<file path="src/rtl/cacheline_arbiter_pkg.sv">
// cacheline_arb_pkg: shared state/source types and default bus widths for the cacheline arbiter
package cacheline_arb_pkg;
  localparam int LINE_W_DEF = 256;
  localparam int ADDR_W_DEF = 32;
  typedef enum logic [1:0] {IDLE, SERVE_I, SERVE_D, DONE} arb_state_t;
  typedef enum logic {SRC_I, SRC_D} arb_src_t;
endpackage

</file>
<file path="src/rtl/cacheline_arbiter_if.sv">
// cacheline_arbiter_if: I-cache, D-cache and physical-memory cacheline buses around the arbiter
interface cacheline_arbiter_if #(
  parameter int LINE_W = cacheline_arb_pkg::LINE_W_DEF,
  parameter int ADDR_W = cacheline_arb_pkg::ADDR_W_DEF
);
  logic              i_pmem_read;
  logic [ADDR_W-1:0] i_pmem_address;
  logic [LINE_W-1:0] i_pmem_rdata;
  logic              i_pmem_resp;
  logic              d_pmem_read;
  logic              d_pmem_write;
  logic [ADDR_W-1:0] d_pmem_address;
  logic [LINE_W-1:0] d_pmem_wdata;
  logic [LINE_W-1:0] d_pmem_rdata;
  logic              d_pmem_resp;
  logic              pmem_read;
  logic              pmem_write;
  logic [ADDR_W-1:0] pmem_address;
  logic [LINE_W-1:0] pmem_wdata;
  logic [LINE_W-1:0] pmem_rdata;
  logic              pmem_resp;
  logic              arb_busy;
  modport master (
    input  i_pmem_read, i_pmem_address, d_pmem_read, d_pmem_write, d_pmem_address, d_pmem_wdata,
    input  pmem_rdata, pmem_resp,
    output i_pmem_rdata, i_pmem_resp, d_pmem_rdata, d_pmem_resp,
    output pmem_read, pmem_write, pmem_address, pmem_wdata, arb_busy
  );
  modport slave (
    output i_pmem_read, i_pmem_address, d_pmem_read, d_pmem_write, d_pmem_address, d_pmem_wdata,
    output pmem_rdata, pmem_resp,
    input  i_pmem_rdata, i_pmem_resp, d_pmem_rdata, d_pmem_resp,
    input  pmem_read, pmem_write, pmem_address, pmem_wdata, arb_busy
  );
endinterface

</file>
<file path="src/rtl/cacheline_arbiter.sv">
// cacheline_arbiter: round-robin sharing of one pmem cacheline port between the I-cache and D-cache
module cacheline_arbiter
  import cacheline_arb_pkg::*;
#(
  parameter int LINE_W = LINE_W_DEF,
  parameter int ADDR_W = ADDR_W_DEF
) (
  input logic clk,
  input logic rst,
  cacheline_arbiter_if.master bus
);
  arb_state_t state, state_n;
  arb_src_t last_grant;
  logic i_req, d_req, grant, pick_d, resp_ok;
  logic rd_q, wr_q;
  logic [ADDR_W-1:0] addr_q;
  logic [LINE_W-1:0] wdata_q;
  always_comb begin
    i_req = bus.i_pmem_read;
    d_req = bus.d_pmem_read | bus.d_pmem_write;
    pick_d = d_req & (~i_req | (last_grant == SRC_I));
    grant = (state == IDLE) & (i_req | d_req);
    state_n = state == IDLE ? (grant ? (pick_d ? SERVE_D : SERVE_I) : IDLE)
            : state == DONE ? IDLE
            : bus.pmem_resp ? DONE : state;
  end
  always_ff @(posedge clk) begin
    if (rst) state <= IDLE;
    else state <= state_n;
  end
  // Writeback beats fill when D asks for both, so a dirty victim leaves before its replacement arrives.
  always_ff @(posedge clk) begin
    if (rst) begin
      last_grant <= SRC_I;
      rd_q <= 1'b0;
      wr_q <= 1'b0;
      addr_q <= '0;
      wdata_q <= '0;
    end else if (grant) begin
      last_grant <= pick_d ? SRC_D : SRC_I;
      addr_q <= pick_d ? bus.d_pmem_address : bus.i_pmem_address;
      if (pick_d) wdata_q <= bus.d_pmem_wdata;
      rd_q <= ~pick_d | ~bus.d_pmem_write;
      wr_q <= pick_d & bus.d_pmem_write;
    end else if (state_n == DONE) begin
      rd_q <= 1'b0;
      wr_q <= 1'b0;
    end
  end
  // A response landing in the reset cycle belongs to an aborted transaction and is dropped.
  assign resp_ok = bus.pmem_resp & ~rst;
  assign bus.i_pmem_resp = resp_ok & (state == SERVE_I);
  assign bus.d_pmem_resp = resp_ok & (state == SERVE_D);
  assign bus.i_pmem_rdata = bus.i_pmem_resp ? bus.pmem_rdata : '0;
  assign bus.d_pmem_rdata = bus.d_pmem_resp ? bus.pmem_rdata : '0;
  assign bus.pmem_read = rd_q;
  assign bus.pmem_write = wr_q;
  assign bus.pmem_address = addr_q;
  assign bus.pmem_wdata = wdata_q;
  assign bus.arb_busy = state != IDLE;
endmodule

</file>
<file path="src/flat_wrapper.sv">
// flat-port wrapper written by rule: the top's interface ports become plain ports
module cacheline_arbiter_flat import cacheline_arb_pkg::*;
#(
  parameter int LINE_W = LINE_W_DEF,
  parameter int ADDR_W = ADDR_W_DEF
)
  (clk, rst, bus_i_pmem_read, bus_i_pmem_address, bus_d_pmem_read, bus_d_pmem_write, bus_d_pmem_address, bus_d_pmem_wdata, bus_pmem_rdata, bus_pmem_resp, bus_i_pmem_rdata, bus_i_pmem_resp, bus_d_pmem_rdata, bus_d_pmem_resp, bus_pmem_read, bus_pmem_write, bus_pmem_address, bus_pmem_wdata, bus_arb_busy);
  cacheline_arbiter_if #(.LINE_W(LINE_W), .ADDR_W(ADDR_W)) bus_i ();
  input logic clk;
  input logic rst;
  input wire logic [$bits(bus_i.i_pmem_read)-1:0] bus_i_pmem_read;
  input wire logic [$bits(bus_i.i_pmem_address)-1:0] bus_i_pmem_address;
  input wire logic [$bits(bus_i.d_pmem_read)-1:0] bus_d_pmem_read;
  input wire logic [$bits(bus_i.d_pmem_write)-1:0] bus_d_pmem_write;
  input wire logic [$bits(bus_i.d_pmem_address)-1:0] bus_d_pmem_address;
  input wire logic [$bits(bus_i.d_pmem_wdata)-1:0] bus_d_pmem_wdata;
  input wire logic [$bits(bus_i.pmem_rdata)-1:0] bus_pmem_rdata;
  input wire logic [$bits(bus_i.pmem_resp)-1:0] bus_pmem_resp;
  output wire logic [$bits(bus_i.i_pmem_rdata)-1:0] bus_i_pmem_rdata;
  output wire logic [$bits(bus_i.i_pmem_resp)-1:0] bus_i_pmem_resp;
  output wire logic [$bits(bus_i.d_pmem_rdata)-1:0] bus_d_pmem_rdata;
  output wire logic [$bits(bus_i.d_pmem_resp)-1:0] bus_d_pmem_resp;
  output wire logic [$bits(bus_i.pmem_read)-1:0] bus_pmem_read;
  output wire logic [$bits(bus_i.pmem_write)-1:0] bus_pmem_write;
  output wire logic [$bits(bus_i.pmem_address)-1:0] bus_pmem_address;
  output wire logic [$bits(bus_i.pmem_wdata)-1:0] bus_pmem_wdata;
  output wire logic [$bits(bus_i.arb_busy)-1:0] bus_arb_busy;
  assign bus_i.i_pmem_read = bus_i_pmem_read;
  assign bus_i.i_pmem_address = bus_i_pmem_address;
  assign bus_i.d_pmem_read = bus_d_pmem_read;
  assign bus_i.d_pmem_write = bus_d_pmem_write;
  assign bus_i.d_pmem_address = bus_d_pmem_address;
  assign bus_i.d_pmem_wdata = bus_d_pmem_wdata;
  assign bus_i.pmem_rdata = bus_pmem_rdata;
  assign bus_i.pmem_resp = bus_pmem_resp;
  assign bus_i_pmem_rdata = bus_i.i_pmem_rdata;
  assign bus_i_pmem_resp = bus_i.i_pmem_resp;
  assign bus_d_pmem_rdata = bus_i.d_pmem_rdata;
  assign bus_d_pmem_resp = bus_i.d_pmem_resp;
  assign bus_pmem_read = bus_i.pmem_read;
  assign bus_pmem_write = bus_i.pmem_write;
  assign bus_pmem_address = bus_i.pmem_address;
  assign bus_pmem_wdata = bus_i.pmem_wdata;
  assign bus_arb_busy = bus_i.arb_busy;
  cacheline_arbiter #(.LINE_W(LINE_W), .ADDR_W(ADDR_W)) u_core (.clk(clk), .rst(rst), .bus(bus_i));
endmodule
</file>
<file path="config.mk">
export PLATFORM = sky130hd
export DESIGN_NAME = cacheline_arbiter_flat
export DESIGN_NICKNAME = d
export VERILOG_FILES = /design/src/rtl/cacheline_arbiter_pkg.sv /design/src/rtl/cacheline_arbiter_if.sv /design/src/rtl/cacheline_arbiter.sv /design/src/flat_wrapper.sv
export SDC_FILE = /design/constraint.sdc
export NUM_CORES = 1
export LEC_CHECK = 0
export BUFFER_PORTS_ARGS = -buffer_cell sky130_fd_sc_hd__buf_2
export CAP_MARGIN = 20
export CORE_AREA = 2 2 544 546
export DETAILED_ROUTE_END_ITERATION = 12
export DIE_AREA = 0 0 546 548
export SETUP_SLACK_MARGIN = 0.5
export SLEW_MARGIN = 10
export SYNTH_ARGS = -nofsm -noshare
export SYNTH_HDL_FRONTEND = slang
export SYNTH_SLANG_ARGS = --single-unit
</file>
<file path="constraint.sdc">
create_clock -name clk -period 3.9 [get_ports clk]
set_input_delay 0 -clock clk [delete_from_list [all_inputs] [get_ports clk]]
set_output_delay 0 -clock clk [all_outputs]
set_load 0.05 [all_outputs]
</file>
==> results.json <==
{
  "pwr-share-clk_pct": 27.3,
  "p_sw_share_pct": 49.9,
  "worst_path_largest_cell_delay_ps": 470,
  "yosysWarnings": 0,
  "maxCapViolCount": 0,
  "routed-via-count": 22900,
  "cp.arrival_ps": 2810,
  "rsz0062_at_grt": "false",
  "cts_buffer_depth": 3,
  "synth-adder-area-share_pct": 0,
  "dpl_cell_area_um2": 26200,
  "comb_power_share_pct": 47.0,
  "whs_ps": 43.0,
  "path_class": "reg2out",
  "drc": 0,
  "crit_path_cell_trace": "nand2b_1 -> nor2_4 -> buf_12 -> and2_1 -> buf_2",
  "leakage_nw": 14.2,
  "fmax_ghz": 0.355,
  "fin_ws_ps": 1090,
  "cts_hold_buf": 356,
  "maxSlewViolCount": 0,
  "antenna_found_initial": 256,
  "yosysUniqueCellTypes": 25,
  "drive_above_1_share_pct": 41.6,
  "holdPathStages": 4,
  "place.gp.congestion": 0.962,
  "holdCritPathClass": "in2reg",
  "first_pass_iters": 5,
  "grt_max_degree": 194,
  "dp_hpwl_mm": 200,
  "hold_viol": 0,
  "yosys.area.top_type": "dfxtp_1",
  "synth_xor_area_share_pct": 0.0593,
  "power.switching_mw": 7.06,
  "cts_tree": "yes",
  "synth_top_area_share_pct": 39.7,
  "detail-route-antenna-nets": 0,
  "start_util_pct": 5.04,
  "io-pin-count": 1387,
  "nFillCells": 34200,
  "cp-end-kind": "output port",
  "synth_compound_gate_area_share_pct": 20.4,
  "grt_pass1_wl_mm": 274,
  "p_seq_share_pct": 25.7,
  "place_inst": 7068,
  "synth_most_common_cell": "and2_1",
  "report.power.total_mw": 14.2,
  "relSlewSlack_pct": 22.2,
  "intPower_mw": 7.10,
  "die_w_um": 546,
  "drt-total-wl_mm": 227,
  "synth_commonest_cells": "and2_1, dfxtp_1, nand3_1, o21ai_0, a21oi_1",
  "seq_area_frac_synth_pct": 39.7,
  "numCtsBuffers": 38,
  "cp_data_required_time_ps": 3900,
  "coreArea_um2": 293000,
  "overflow": 0,
  "path_buf_inv": 2,
  "ys_ff_latch": 293,
  "p_per_area_nw_per_um2": 455,
  "setup_tns_ps": 0,
  "slowest_stage": "nor2_4",
  "die_h_um": 548,
  "min_period_ps": 2810,
  "start_kind": "register",
  "first_global_vias": 21900,
  "status": "finished, final reports clean",
  "synth_cells": 1957,
  "post-route-util_pct": 10.6,
  "postCtsResizedCells": 0,
  "setup_viol": 0,
  "peakVddDrop_uv": 333,
  "synth_top_cells_by_area": "dfxtp_1, and2_1, nand3_1",
  "vias_per_cell": 3.03,
  "syn-num-nets": 2539,
  "dp_slack_ps": 1590,
  "synth_edf_count": 0,
  "postCtsSetupBuffers": 0,
  "io_buffer_count": 1386,
  "cpLargestDelayFamily": "simple AND/OR/NAND/NOR gates",
  "htree_levels": 2,
  "fin_cells": 7553,
  "final_nets": 4127,
  "syn_avg_cell_area_um2": 7.55,
  "die_area_um2": 299000,
  "ys.flop_type": "dfxtp_1",
  "synth-simple-area-share_pct": 33.2,
  "clock_latency_ps": 630,
  "synth_mux_area_share_pct": 0,
  "drtIter0Drc": 1591,
  "ys_async_sr_fraction_pct": 0,
  "clock_sinks": 293,
  "r2r_cells": 5,
  "worst_slew_pin_slew_ps": 1160,
  "area_delta_synth_final_pct": 111,
  "path_depth": 5,
  "syn_area_um2": 14800,
  "wl_per_cell_um": 30.1,
  "fin_skew_ps": 29.3,
  "synth_top_family_by_area": "simple AND/OR/NAND/NOR gates",
  "path_clk_slew_ps": 60,
  "grt_usage_pct": 14.5,
  "rows": 199,
  "clockRootBuffer": "clkbuf_16",
  "final_cell_area_um2": 31200,
  "period_share_pct": 72.2,
  "cp_max_fo": 135
}
worst paths after layout:
check / start / endpoint / slack, ps
hold / removal: bus_i_pmem_read / u_core.bus.pmem_wdata[195] / 40
hold reg to reg: u_core.bus.pmem_wdata[15] / u_core.bus.pmem_wdata[15] / 470
setup reg to reg: u_core.last_grant / u_core.bus.pmem_address[20] / 1280
setup / recovery: u_core.state[0] / bus_i_pmem_rdata[176] / 1090
kinds of logic after synthesis:
family	count (synthesis)
buffers and inverters	229
AOI/OAI and AO/OA	590
DFF	293
and+or+nand+nor	844
xor gates and xnor gates	1
flip-flops by register name, indices dropped and copies added, names as in the netlist:
register	count
u_core.bus.pmem_wdata	256
u_core.bus.pmem_address	32
u_core.state	2
u_core.bus.pmem_read	1
u_core.bus.pmem_write	1
u_core.last_grant	1
worst reg2reg max path, cell delays in order, from the launching register on:
cell and delay, ps:
dfxtp_1 390, a2bb2oi_4 720, buf_4 430, nand3_1 190, a31oi_1 230, dlygate4sd3_1 580
layout make-up:
cell class / instances / area (µm²) / area share, %
Multi-Input combinational cell: 1435 / 8010 / 25.7
Antenna cell: 61 / 153 / 0.490
Clock inverter: 17 / 218 / 0.699
Tap cell: 3919 / 4900 / 15.7
Inverter: 2 / 15.0 / 0.0482
Clock buffer: 51 / 1060 / 3.41
Sequential cell: 293 / 5870 / 18.8
Timing Repair Buffer: 1775 / 10900 / 35.1
cells in the final DEF, fill, tap and decap left out, types with 20 or more instances in the layout:
cell,count
o21ai_0,278
dlygate4sd3_1,356
diode_2,61
and2_1,512
nand3_1,290
a21oi_1,261
a31oi_1,32
dfxtp_1,293
buf_4,20
clkbuf_16,39
nand4_1,32
buf_2,1385
metal layers:
layer,share of wire [%],up-vias,wire length (µm),global-route usage [%]
met5,0.064,-,146,0
met1,34,10700,77900,14.5
met4,4.0,22,9180,4.50
met2,45,1672,102000,23.5
met3,17,493,38300,10.6
li1,-,9952,-,-
power groups by stage:
stage	clock (mW)	sequential [mW]	combinational (mW)
after floorplan	0	5.11	2.12
after global placement	0	3.68	6.31
after detailed placement	0	3.69	6.28
after CTS	4.01	3.64	6.75
after global routing	4.06	3.69	7.12
final	3.86	3.64	6.66
(Power assumes the default switching activity.)
